**config.mk**
```make
export PLATFORM = sky130hd
export DESIGN_NAME = vending_ctrl_param
export DESIGN_NICKNAME = d
export VERILOG_FILES = /design/src/rtl/vending_ctrl_param.sv
export SDC_FILE = /design/constraint.sdc
export NUM_CORES = 1
export LEC_CHECK = 0
export BUFFER_PORTS_ARGS = -buffer_cell sky130_fd_sc_hd__buf_4
export CAP_MARGIN = 20
export CORE_MARGIN = 4
export CORE_UTILIZATION = 60
export DETAILED_ROUTE_END_ITERATION = 6
export PLACE_DENSITY = 0.82
export SLEW_MARGIN = 15
export SYNTH_ARGS = -nofsm -noshare
export SYNTH_HDL_FRONTEND = slang
export SYNTH_SLANG_ARGS = --single-unit
```
**constraint.sdc**
```tcl
create_clock -name i_clk -period 5.6 [get_ports i_clk]
set_input_delay 0.28 -clock i_clk [delete_from_list [all_inputs] [get_ports i_clk]]
set_output_delay 0.28 -clock i_clk [all_outputs]
set_load 0.05 [all_outputs]
```
**src/rtl/vending_ctrl_param.sv**
```systemverilog
// Credit-counter vending controller: accepts coins up to a ceiling, requests a vend
// once credit reaches the price, then pays back any remainder one coin at a time.
module vending_ctrl_param #(
    parameter int PRICE      = 25,
    parameter int MAX_CREDIT = 95,
    parameter int CW         = 7
) (
    input  logic          i_clk,
    input  logic          i_rstn,
    input  logic          i_nickle,
    input  logic          i_dime,
    input  logic          i_quarter,
    input  logic          i_cancel,
    input  logic          i_vend_ack,
    input  logic          i_coin_ready,
    output logic          o_soda,
    output logic          o_coin_reject,
    output logic          o_chg_nickle,
    output logic          o_chg_dime,
    output logic          o_chg_quarter,
    output logic [CW-1:0] o_credit,
    output logic          o_busy
);

    localparam int W = CW + 1;
    localparam logic [CW:0] L_PRICE   = W'(PRICE);
    localparam logic [CW:0] L_MAX     = W'(MAX_CREDIT);
    localparam logic [CW:0] L_NICKLE  = W'(5);
    localparam logic [CW:0] L_DIME    = W'(10);
    localparam logic [CW:0] L_QUARTER = W'(25);

    typedef enum logic [1:0] {
        S_ACCEPT = 2'd0,
        S_VEND   = 2'd1,
        S_CHANGE = 2'd2
    } state_t;

    state_t        r_state;
    state_t        w_state_nx;
    logic [CW-1:0] r_credit;
    logic [CW-1:0] w_credit_nx;
    logic          r_soda, w_soda_nx;
    logic          r_reject, w_reject_nx;
    logic          r_chg_n, w_chg_n_nx;
    logic          r_chg_d, w_chg_d_nx;
    logic          r_chg_q, w_chg_q_nx;
    logic          r_busy;

    logic          w_coin_any;
    logic          w_coin_multi;
    logic [CW:0]   w_coin_val;
    logic [CW:0]   w_credit_ext;
    logic [CW:0]   w_sum;
    logic [CW:0]   w_after_vend;
    logic [CW:0]   w_chg_val;
    logic [CW:0]   w_after_chg;

    assign w_coin_any   = i_nickle | i_dime | i_quarter;
    assign w_coin_multi = (i_quarter & i_dime) | (i_quarter & i_nickle) | (i_dime & i_nickle);
    assign w_coin_val   = i_quarter ? L_QUARTER :
                          i_dime    ? L_DIME    :
                          i_nickle  ? L_NICKLE  : '0;

    // One extra bit on every sum/difference so the ceiling compare never sees a wrap
    assign w_credit_ext = {1'b0, r_credit};
    assign w_sum        = w_credit_ext + w_coin_val;
    assign w_after_vend = w_credit_ext - L_PRICE;
    assign w_chg_val    = (w_credit_ext >= L_QUARTER) ? L_QUARTER :
                          (w_credit_ext >= L_DIME)    ? L_DIME    : L_NICKLE;
    assign w_after_chg  = w_credit_ext - w_chg_val;

    always_comb begin
        w_state_nx  = r_state;
        w_credit_nx = r_credit;
        w_soda_nx   = 1'b0;
        w_reject_nx = 1'b0;
        w_chg_n_nx  = 1'b0;
        w_chg_d_nx  = 1'b0;
        w_chg_q_nx  = 1'b0;
        case (r_state)
            S_ACCEPT: begin
                if (i_cancel && (r_credit != '0)) begin
                    w_state_nx  = S_CHANGE;
                    w_reject_nx = w_coin_any;
                end else if (w_coin_any) begin
                    if (w_sum > L_MAX) begin
                        w_reject_nx = 1'b1;
                    end else begin
                        w_credit_nx = w_sum[CW-1:0];
                        w_reject_nx = w_coin_multi;
                        if (w_sum >= L_PRICE) begin
                            w_state_nx = S_VEND;
                            w_soda_nx  = 1'b1;
                        end
                    end
                end
            end
            S_VEND: begin
                w_reject_nx = w_coin_any;
                if (i_vend_ack) begin
                    w_credit_nx = w_after_vend[CW-1:0];
                    w_state_nx  = (w_after_vend != '0) ? S_CHANGE : S_ACCEPT;
                end else begin
                    w_soda_nx = 1'b1;
                end
            end
            S_CHANGE: begin
                w_reject_nx = w_coin_any;
                // Largest coin that still fits; credit is always a multiple of 5
                if (i_coin_ready) begin
                    w_credit_nx = w_after_chg[CW-1:0];
                    w_chg_q_nx  = (w_chg_val == L_QUARTER);
                    w_chg_d_nx  = (w_chg_val == L_DIME);
                    w_chg_n_nx  = (w_chg_val == L_NICKLE);
                    if (w_after_chg == '0) begin
                        w_state_nx = S_ACCEPT;
                    end
                end
            end
            default: begin
                w_state_nx = S_ACCEPT;
            end
        endcase
    end

    always_ff @(posedge i_clk) begin
        if (!i_rstn) begin
            r_state  <= S_ACCEPT;
            r_credit <= '0;
            r_soda   <= 1'b0;
            r_reject <= 1'b0;
            r_chg_n  <= 1'b0;
            r_chg_d  <= 1'b0;
            r_chg_q  <= 1'b0;
            r_busy   <= 1'b0;
        end else begin
            r_state  <= w_state_nx;
            r_credit <= w_credit_nx;
            r_soda   <= w_soda_nx;
            r_reject <= w_reject_nx;
            r_chg_n  <= w_chg_n_nx;
            r_chg_d  <= w_chg_d_nx;
            r_chg_q  <= w_chg_q_nx;
            r_busy   <= (w_state_nx != S_ACCEPT);
        end
    end

    assign o_soda        = r_soda;
    assign o_coin_reject = r_reject;
    assign o_chg_nickle  = r_chg_n;
    assign o_chg_dime    = r_chg_d;
    assign o_chg_quarter = r_chg_q;
    assign o_credit      = r_credit;
    assign o_busy        = r_busy;

endmodule
```
# After elaboration in Yosys (flattened, before gate mapping)
# Cells that the tools add are included.
[totals] in_bits=8 word_cells=72 mem_count=0 latch_bits=0 ff_bits=15 romBits=0 mem_bits_rw=0 output_inout_bits=13
[classes] reduce_logical=10 n_addsub=3 div_mod_pow=0 muxes=30 n_lt_le_gt_ge=4 mul=0 shift=0 bitwise_logic=7 n_eq_ne=10
[ops] op="two-way mux 7 bit" count=5
[ops] op="case mux 7 bit (3 select lines)" count=1
[ops] op="two-way mux 2 bit" count=8
[ops] op="two-way mux 5 bit" count=2
[ops] op="!= test 2 bit (second input constant)" count=5
[ops] op="adder 7 x 5 -> 8 bit" count=1
[ops] op="greater-or-equal comparator 8 x 5 -> 1 bit (second input constant)" count=1
[ops] op="greater-than comparator 8 x 7 -> 1 bit (second input constant)" count=1
[ops] op="logical NOT 8 bit" count=1
[ops] op="two-way mux 1 bit" count=8
[ops] op="two-way mux 4 bit" count=2
[ops] op="nonzero test 8 bit" count=1
[ops] op="subtractor 7 x 5 -> 8 bit" count=1
[ops] op="subtractor 7 x 5 -> 8 bit (second input constant)" count=1
[ops] op="greater-or-equal comparator 7 x 4 -> 1 bit (second input constant)" count=1
[ops] op="greater-or-equal comparator 7 x 5 -> 1 bit (second input constant)" count=1
[ops] op="nonzero test 7 bit" count=1
[ops] op="case mux 2 bit (3 select lines)" count=1
[ops] op="AND reduction 6 bit" count=1
[ops] op="== test 5 x 3 -> 1 bit (second input constant)" count=1
[ops] op="== test 5 x 4 -> 1 bit (second input constant)" count=1
[ops] op="== test 5 bit (second input constant)" count=1
[ops] op="OR 1 bit" count=4
[ops] op="case mux 1 bit (2 select lines)" count=2
[ops] op="10 further kinds" count=12

# Logic depth before layout (Yosys ltp)
# Gate-level depths: netlist of the first run.
[depth] ltp_word=11 depth_mapped=17 mapped_depth_nobuf=17

# Worst setup path after synthesis of the first run
# OpenSTA, ideal clock, no wires.
[synth_timing] path_kind="flip-flop to flip-flop" startpoint="reg r_credit[1] (netlist: o_credit[1])" endpoint="reg r_busy (netlist: o_busy)" synth_period_minus_slack_ns=4.122 n_path_buf=0 t_required_ns=5.472 stages_incl_launch_ff=18 arrival_time_ns=3.994 setup_ns=0.128 path_slack_ns=1.478 cell_sequence="dfxtp_1 -> inv_1 -> ha_1 -> nand2b_1 -> nor2_1 -> nor2_1 -> nor3_1 -> nand2_1 -> ha_1 -> inv_1 -> fa_1 -> and3_4 -> or4_1 -> a21o_1 -> a2111oi_4 -> nor2_1 -> o32ai_2 -> a21oi_1"
[synth_via] elab_chain_cells=9 word_cells_on_any_way=23 cone_classes="add/sub (3); order compare (4); mux (11); reduce/logical (5)"
[synth_lines] item="start, declared" line="40" text="logic [CW-1:0] r_credit;"
[synth_lines] item="start signal, assigned" line="138" text="r_credit <= w_credit_nx;"
[synth_lines] item="greater-or-equal comparator 7 x 4 -> 1 bit" line="69" text="(w_credit_ext >= L_DIME) ? L_DIME : L_NICKLE;"
[synth_lines] item="two-way mux 4 bit" line="69"
[synth_lines] item="two-way mux 5 bit" line="68" text="assign w_chg_val = (w_credit_ext >= L_QUARTER) ? L_QUARTER :"
[synth_lines] item="subtractor 7 x 5 -> 8 bit" line="70" text="assign w_after_chg = w_credit_ext - w_chg_val;"
[synth_lines] item="logical NOT 8 bit" line="115" text="if (w_after_chg == '0) begin"
[synth_lines] item="two-way mux 2 bit" line="115"
[synth_lines] item="two-way mux 2 bit" line="110" text="if (i_coin_ready) begin"
[synth_lines] item="case mux 2 bit (3 select lines) (*)" line="80" text="case (r_state)"
[synth_lines] item="nonzero test 2 bit (*)" line="144" text="r_busy <= (w_state_nx != S_ACCEPT);"
[synth_lines] item="end signal, assigned" line="144"
[synth_lines] item="end, declared" line="47" text="logic r_busy;"
# Mark *: on every way between the ends. The rest lies on a longest branch, timed or not.
# A chain may end at the register's enable or synchronous reset.

# Worst setup path in the final report of the first run
# Ends and elaborated chain as after synthesis.

==> results.ini, run 1 <==
[synth]
synth_area_um2 = 1684
synth_commonest_cells = nor2_1 (27), ha_1 (20), inv_1 (17)
synth_seq_cells = 15
synth_edf_count = 0
synth_seq_area_share = 0.1783
syn_area_per_cell_um2 = 7.761
synth-main-ff-cell = dfxtp_1
syn_inst = 217
synth_top_area_cell = dfxtp_1
yosys.cell_types.count = 54
ys_async_sr_fraction = 0
ys_warn_count = 0
synth_most_common_cell = nor2_1
ys_top_cells_by_area = dfxtp_1 (18%), ha_1 (15%), nor2_1 (6.0%), nor3_1 (4.5%), inv_1 (3.8%)
synthesis.nets = 247
netlist.area_leader.share = 0.1783

[place]
io_buffers = 20
hpwl_um = 3558
gp_congestion = 0.9348

[cts]
ctsResizeCount = 0
cts.sinks = 15
cts_setup_buffers = 0
cts_buffers = 3
cts_hold_buffers = 0
clock_latency_ns = 0.29
htreeDepth = 1
clk_pin_slew_ns = 0.10
cts_tree = built
cts-root-buf = clkbuf_4
cts_buffer_depth = 2

[timing]
hold_viol_final = 0
setup_violations = 0
slew-limit-headroom = 0.3215
min_period_ns = 4.220
slew_violations = 0
post-route-period-util = 0.7536
tns_ns = 0
worst_pin_slew_ns = 1.013
fin_skew_ns = 0.005480
max_freq_mhz = 236.9
rsz0062_at_grt = false

[hold_path]
hold_depth = 3
hold_class = primary input to flop

[setup_path]
critPathRequiredTime_ns = 5.78
reg2reg_depth = 17
critPathArrivalTime_ns = 4.40
end_kind = flop
cp-start-kind = flop
r2r_slack_ns = 1.38
critPathKind = flop to flop
worstPathMaxFanout = 10

[route]
routedWlPerCell_um = 16.91
postRouteAntennaNets = 0
routed_wl_um = 4497
drc = 0
first_iter_violations = 118
routed-via-count = 1741
viasPerCell = 6.545
dr.pass1.iters = 5

[global_route]
grt_pass1_wl_um = 7341
grt_max_degree = 15
grtUsageTotal = 0.2627
grt_overflow = 0
antenna_found_initial = 0
grt_pass1_vias = 1661

[layout]
area_delta_synth_final_pct = 11.52
antenna_cells = 0
fillers = 222
finalNetCount = 267
layout-drive-gt1-share = 0.1525

[die]
core_um2 = 2567
die_y_um = 60.98
fp-row-count = 18
io-pin-count = 21
dieWidth_um = 60.98
start_util = 0.6559
dieArea_um2 = 3719

[job]
max-cap-violations = 0

[status]
run_status = finished clean

-- cell families after synthesis --
group                    share of synthesized area
buffers and inverters                      0.05275
XOR/XNOR                                   0.04161
multiplexers                               0.01263
flip-flops                                  0.1783
adder cells (fa/ha/maj)                     0.1783
AND/OR/NAND/NOR                             0.2474
AO/OA/AOI/OAI                               0.2890
-- cell type report --
cell class              count  area (um2)  area share
clock buffers               3       22.52     0.01199
clock inverters             1       5.005    0.002665
inverters                  18       67.56     0.03598
multi-input cells         179        1295      0.6895
flip-flops and latches     15       300.3      0.1599
well taps                  30       37.54     0.01999
repair buffers             20       150.1     0.07995
-- worst max-delay path: stages, from the launching register on --
cell and delay (ns):
dfxtp_1 0.59, inv_1 0.17, ha_1 0.25, nand2b_1 0.14, nor2_1 0.06, nor2_1 0.09
nor3_1 0.08, nand2_1 0.19, ha_1 0.20, inv_1 0.06, fa_1 0.44, and3_4 0.23
or4_1 0.50, a21o_1 0.22, a2111oi_4 0.38, nor3_1 0.11, a311oi_2 0.28, a21oi_1 0.10
-- final timing paths --
| check | from | to |
|---|---|---|
| worst min register to register | r_state[0]$_SDFF_PN0_ | r_state[0]$_SDFF_PN0_ |
| worst max-delay path | o_credit[1]$_SDFFE_PN0P_ | o_busy$_SDFF_PN0_ |
| worst min-delay path | i_rstn | o_credit[5]$_SDFFE_PN0P_ |
| worst max register to register | o_credit[1]$_SDFFE_PN0P_ | o_busy$_SDFF_PN0_ |
-- through the flow --
step	util	hold slack, ns	std cells	cell area [um2]	setup slack, ns
final	0.7315	0.2949	266	1878	1.380
after global routing	0.7315	0.2893	266	1878	1.097
after CTS	0.7315	0.2967	266	1878	1.407
after detailed placement	0.7208	0.5888	262	1851	1.432
after global placement	0.7208	0.5699	262	1851	1.652
after floorplan	-	0.4313	217	1684	1.478
-- registers in the layout (all words and copies together), names as in the netlist --
name	count
o_credit	7
r_state	2
o_busy	1
o_chg_dime	1
o_chg_nickle	1
o_chg_quarter	1
o_coin_reject	1
o_soda	1
-- routing by layer --
layer / routed length (um) / track usage
met1: 1955 / 0.3350
met2: 2112 / 0.4504
met3: 360 / 0.04468
met4: 69 / 0.08050
met5: 0 / 0
-- cell usage in the layout (no fill, tap or decap), types with 2 or more instances in the layout --
master	netlist	final
o211ai_1	2	2
or4_1	3	3
nand2_1	14	14
nor3b_1	3	3
dfxtp_1	15	15
a211oi_1	5	5
clkbuf_4	0	3
buf_4	0	20
xor2_1	3	3
o21ai_1	3	3
xnor2_1	5	5
o221ai_1	2	2
a21o_1	5	5
or3_1	2	2
o21a_1	2	2
o21bai_1	2	2
o311ai_0	2	2
a21boi_1	2	2
and2_1	2	2
a32oi_1	2	2
a211o_1	2	2
ha_1	20	20
a31oi_1	4	4
o21ai_0	6	6
nor2_1	27	27
nor3_1	15	15
inv_1	17	17
a21oi_1	7	7
fa_1	2	2
nand3_1	5	5
nand2b_1	5	5
o31ai_1	5	5
o22ai_1	2	2
Power of run 1 is left out: the tool's default activity adds up to more than one toggle a clock period on the data nets, which glitch-free logic cannot reach.
==> run 2, diff against run 1 <==
Settings changed: CORE_UTILIZATION 60 to 53, PLACE_DENSITY 0.82 to 0.77.
Clock period 5.6 ns to 3.85 ns, I/O delays scaled along.
==> run 2 against run 1 <==
  * Register-to-register slack got worse by 1.1 ns
  * Critical endpoint unchanged
  * Critical path type unchanged
  * Largest cell class unchanged
  * Cell count increased by 9.0%
  * Utilization down 8.0 points
  * Via count fell by 2.0%
  * Fmax up 18%
  * First-iteration DRC count is 30% lower
  * Non-clock buffer count is 10 higher
  * Routed wire length shrank 0.13%
  * Critical path depth did not move
  * Sequential share of layout area shrank 0.63 points
  * Worst hold slack worse by 0.083 ns
  * Highest routed layer unchanged
==> results.ini, run 2 (synthesis results as in run 1) <==
[timing]
tns_ns = 0  ; unchanged
slew-limit-headroom = 0.3882  ; +0.06673
slew_violations = 0  ; unchanged
min_period_ns = 3.587  ; -0.6332 ns
timing.hold.ws_ns = 0.2122  ; -0.08274 ns
post-route-period-util = 0.9317  ; +0.1781
fin_skew_ns = 0.005537  ; +0.00005687 ns
hold_viol_final = 0  ; unchanged
max_freq_mhz = 278.8  ; +18%
rsz0062_at_grt = false
worst_pin_slew_ns = 0.9137  ; -0.09966 ns
setup_violations = 0  ; unchanged

[setup_path]
critPathKind = flop to flop
rr_startpoint = o_credit[0]$_SDFFE_PN0P_
r2r_slack_ns = 0.26  ; -1.12 ns
worstPathMaxFanout = 7  ; -3
end_kind = flop
critPathArrivalTime_ns = 3.76  ; -0.64 ns
cp-start-kind = flop
reg2reg_depth = 17  ; unchanged
critPathRequiredTime_ns = 4.03  ; -1.75 ns
reg2reg_to = o_busy$_SDFF_PN0_

[route]
first_iter_violations = 83  ; -30%
drc = 0  ; unchanged
postRouteAntennaNets = 0  ; unchanged
viasPerCell = 5.886  ; -10%
dr.pass1.iters = 4  ; -1
routedWlPerCell_um = 15.49  ; -8.4%
routed_wl_um = 4491  ; -0.13%
routed-via-count = 1707  ; -2.0%

[cts]
cts.sinks = 15  ; unchanged
htreeDepth = 1  ; unchanged
cts-root-buf = clkbuf_4
clock_latency_ns = 0.29  ; about the same
cts_buffer_depth = 2  ; unchanged
clk_pin_slew_ns = 0.10  ; about the same
cts_tree = built
cts_hold_buffers = 0  ; unchanged
cts_buffers = 3  ; unchanged

[die]
die_y_um = 64.37  ; +5.6%
core_um2 = 3053  ; +19%
dieArea_um2 = 4144  ; +11%
io-pin-count = 21  ; unchanged
dieWidth_um = 64.37  ; +5.6%
fp-row-count = 20  ; +2
start_util = 0.5516  ; -0.1043

[hold_path]
worstHoldStart = i_rstn
min_delay_worst_endpoint = o_credit[5]$_SDFFE_PN0P_
hold_depth = 3  ; unchanged
hold_class = primary input to flop

[global_route]
grt_overflow = 0  ; unchanged
antenna_found_initial = 0  ; unchanged
grtUsageTotal = 0.2235  ; -0.03918
grt_max_degree = 14  ; -1
grt_pass1_wl_um = 7417  ; +1.0%
grt_pass1_vias = 1630  ; -1.9%

[layout]
largest_reg_flops = 7  ; unchanged
final_cell_mix = buf_4 (30), nor2_1 (27), ha_1 (20)
regArea_um2 = 305.3  ; +1.7%
area_delta_synth_final_pct = 18.05
multi_input_area_um2 = 1308  ; +0.97%
fillers = 289  ; +30%
layout_commonest_cell = buf_4
antenna_cells = 0  ; unchanged
layout-drive-gt1-share = 0.2073  ; +0.05477
finalNetCount = 277  ; +3.7%

[place]
gp_congestion = 0.9049  ; -3.2%
io_buffers = 20  ; unchanged
hpwl_um = 3654  ; +2.7%

[job]
max-cap-violations = 0  ; unchanged

[status]
run_status = finished clean

## run 2: repair_timing
| action | CTS | global route |
|---|---|---|
| gates resized for setup | 0 | 4 |
| buffers inserted | 0 | 2 |
| endpoints found under the setup margin | 0 | 3 |
| endpoints found under the hold margin | 0 | 0 |
## run 2: worst max-delay path by stage
stage	from	end	slack (ns)	cells after the start
after global routing	o_credit[0]$_SDFFE_PN0P_	o_busy$_SDFF_PN0_	0.02	17
after global placement	o_credit[0]$_SDFFE_PN0P_	o_busy$_SDFF_PN0_	0.21	15
final	o_credit[0]$_SDFFE_PN0P_	o_busy$_SDFF_PN0_	0.26	17
after floorplan	o_credit[3]$_SDFFE_PN0P_	o_busy$_SDFF_PN0_	0.006	15
after detailed placement	o_credit[0]$_SDFFE_PN0P_	o_busy$_SDFF_PN0_	0.04	15
after CTS	o_credit[0]$_SDFFE_PN0P_	o_busy$_SDFF_PN0_	0.02	15
## run 2: layout make-up
type | count | share of cell area
clock inverters | 1 | 0.002517
flip-flops and latches | 15 | 0.1536
multi-input cells | 179 | 0.6576
clock buffers | 3 | 0.01133
inverters | 18 | 0.03398
well taps | 44 | 0.02769
repair buffers | 30 | 0.1133
## run 2: through the flow
step	cells	worst slack, ns	util	area (um2)
floorplan	217	0.006060	-	1687
global placement	284	0.2104	0.6324	1931
detailed placement	284	0.04293	0.6324	1931
CTS	288	0.01713	0.6414	1958
global route	290	0.01666	0.6512	1988
finish	290	0.2628	0.6512	1988
## run 2: metal layers
metal / global-route usage / wire length, um / vias to the layer above
met5: 0 / 0 / -
met4: 0.04749 / 85 / 0
met3: 0.04394 / 203 / 8
met2: 0.3763 / 2094 / 54
met1: 0.2941 / 2108 / 791
li1: - / - / 854
## run 2: worst max-delay path, stage by stage, from the launching register on
cell and delay (ns):
dfxtp_4 0.39, inv_1 0.10, ha_1 0.24, nand2b_1 0.11, nor2_1 0.05, nor2_1 0.11
nor3_2 0.07, nand2_2 0.12, ha_1 0.17, inv_1 0.05, fa_1 0.38, and3_4 0.20
or4_1 0.50, a21o_1 0.22, a2111oi_4 0.32, nor3_1 0.11, a311oi_2 0.25, a21oi_1 0.10
Power of run 2 is left out for the same reason.
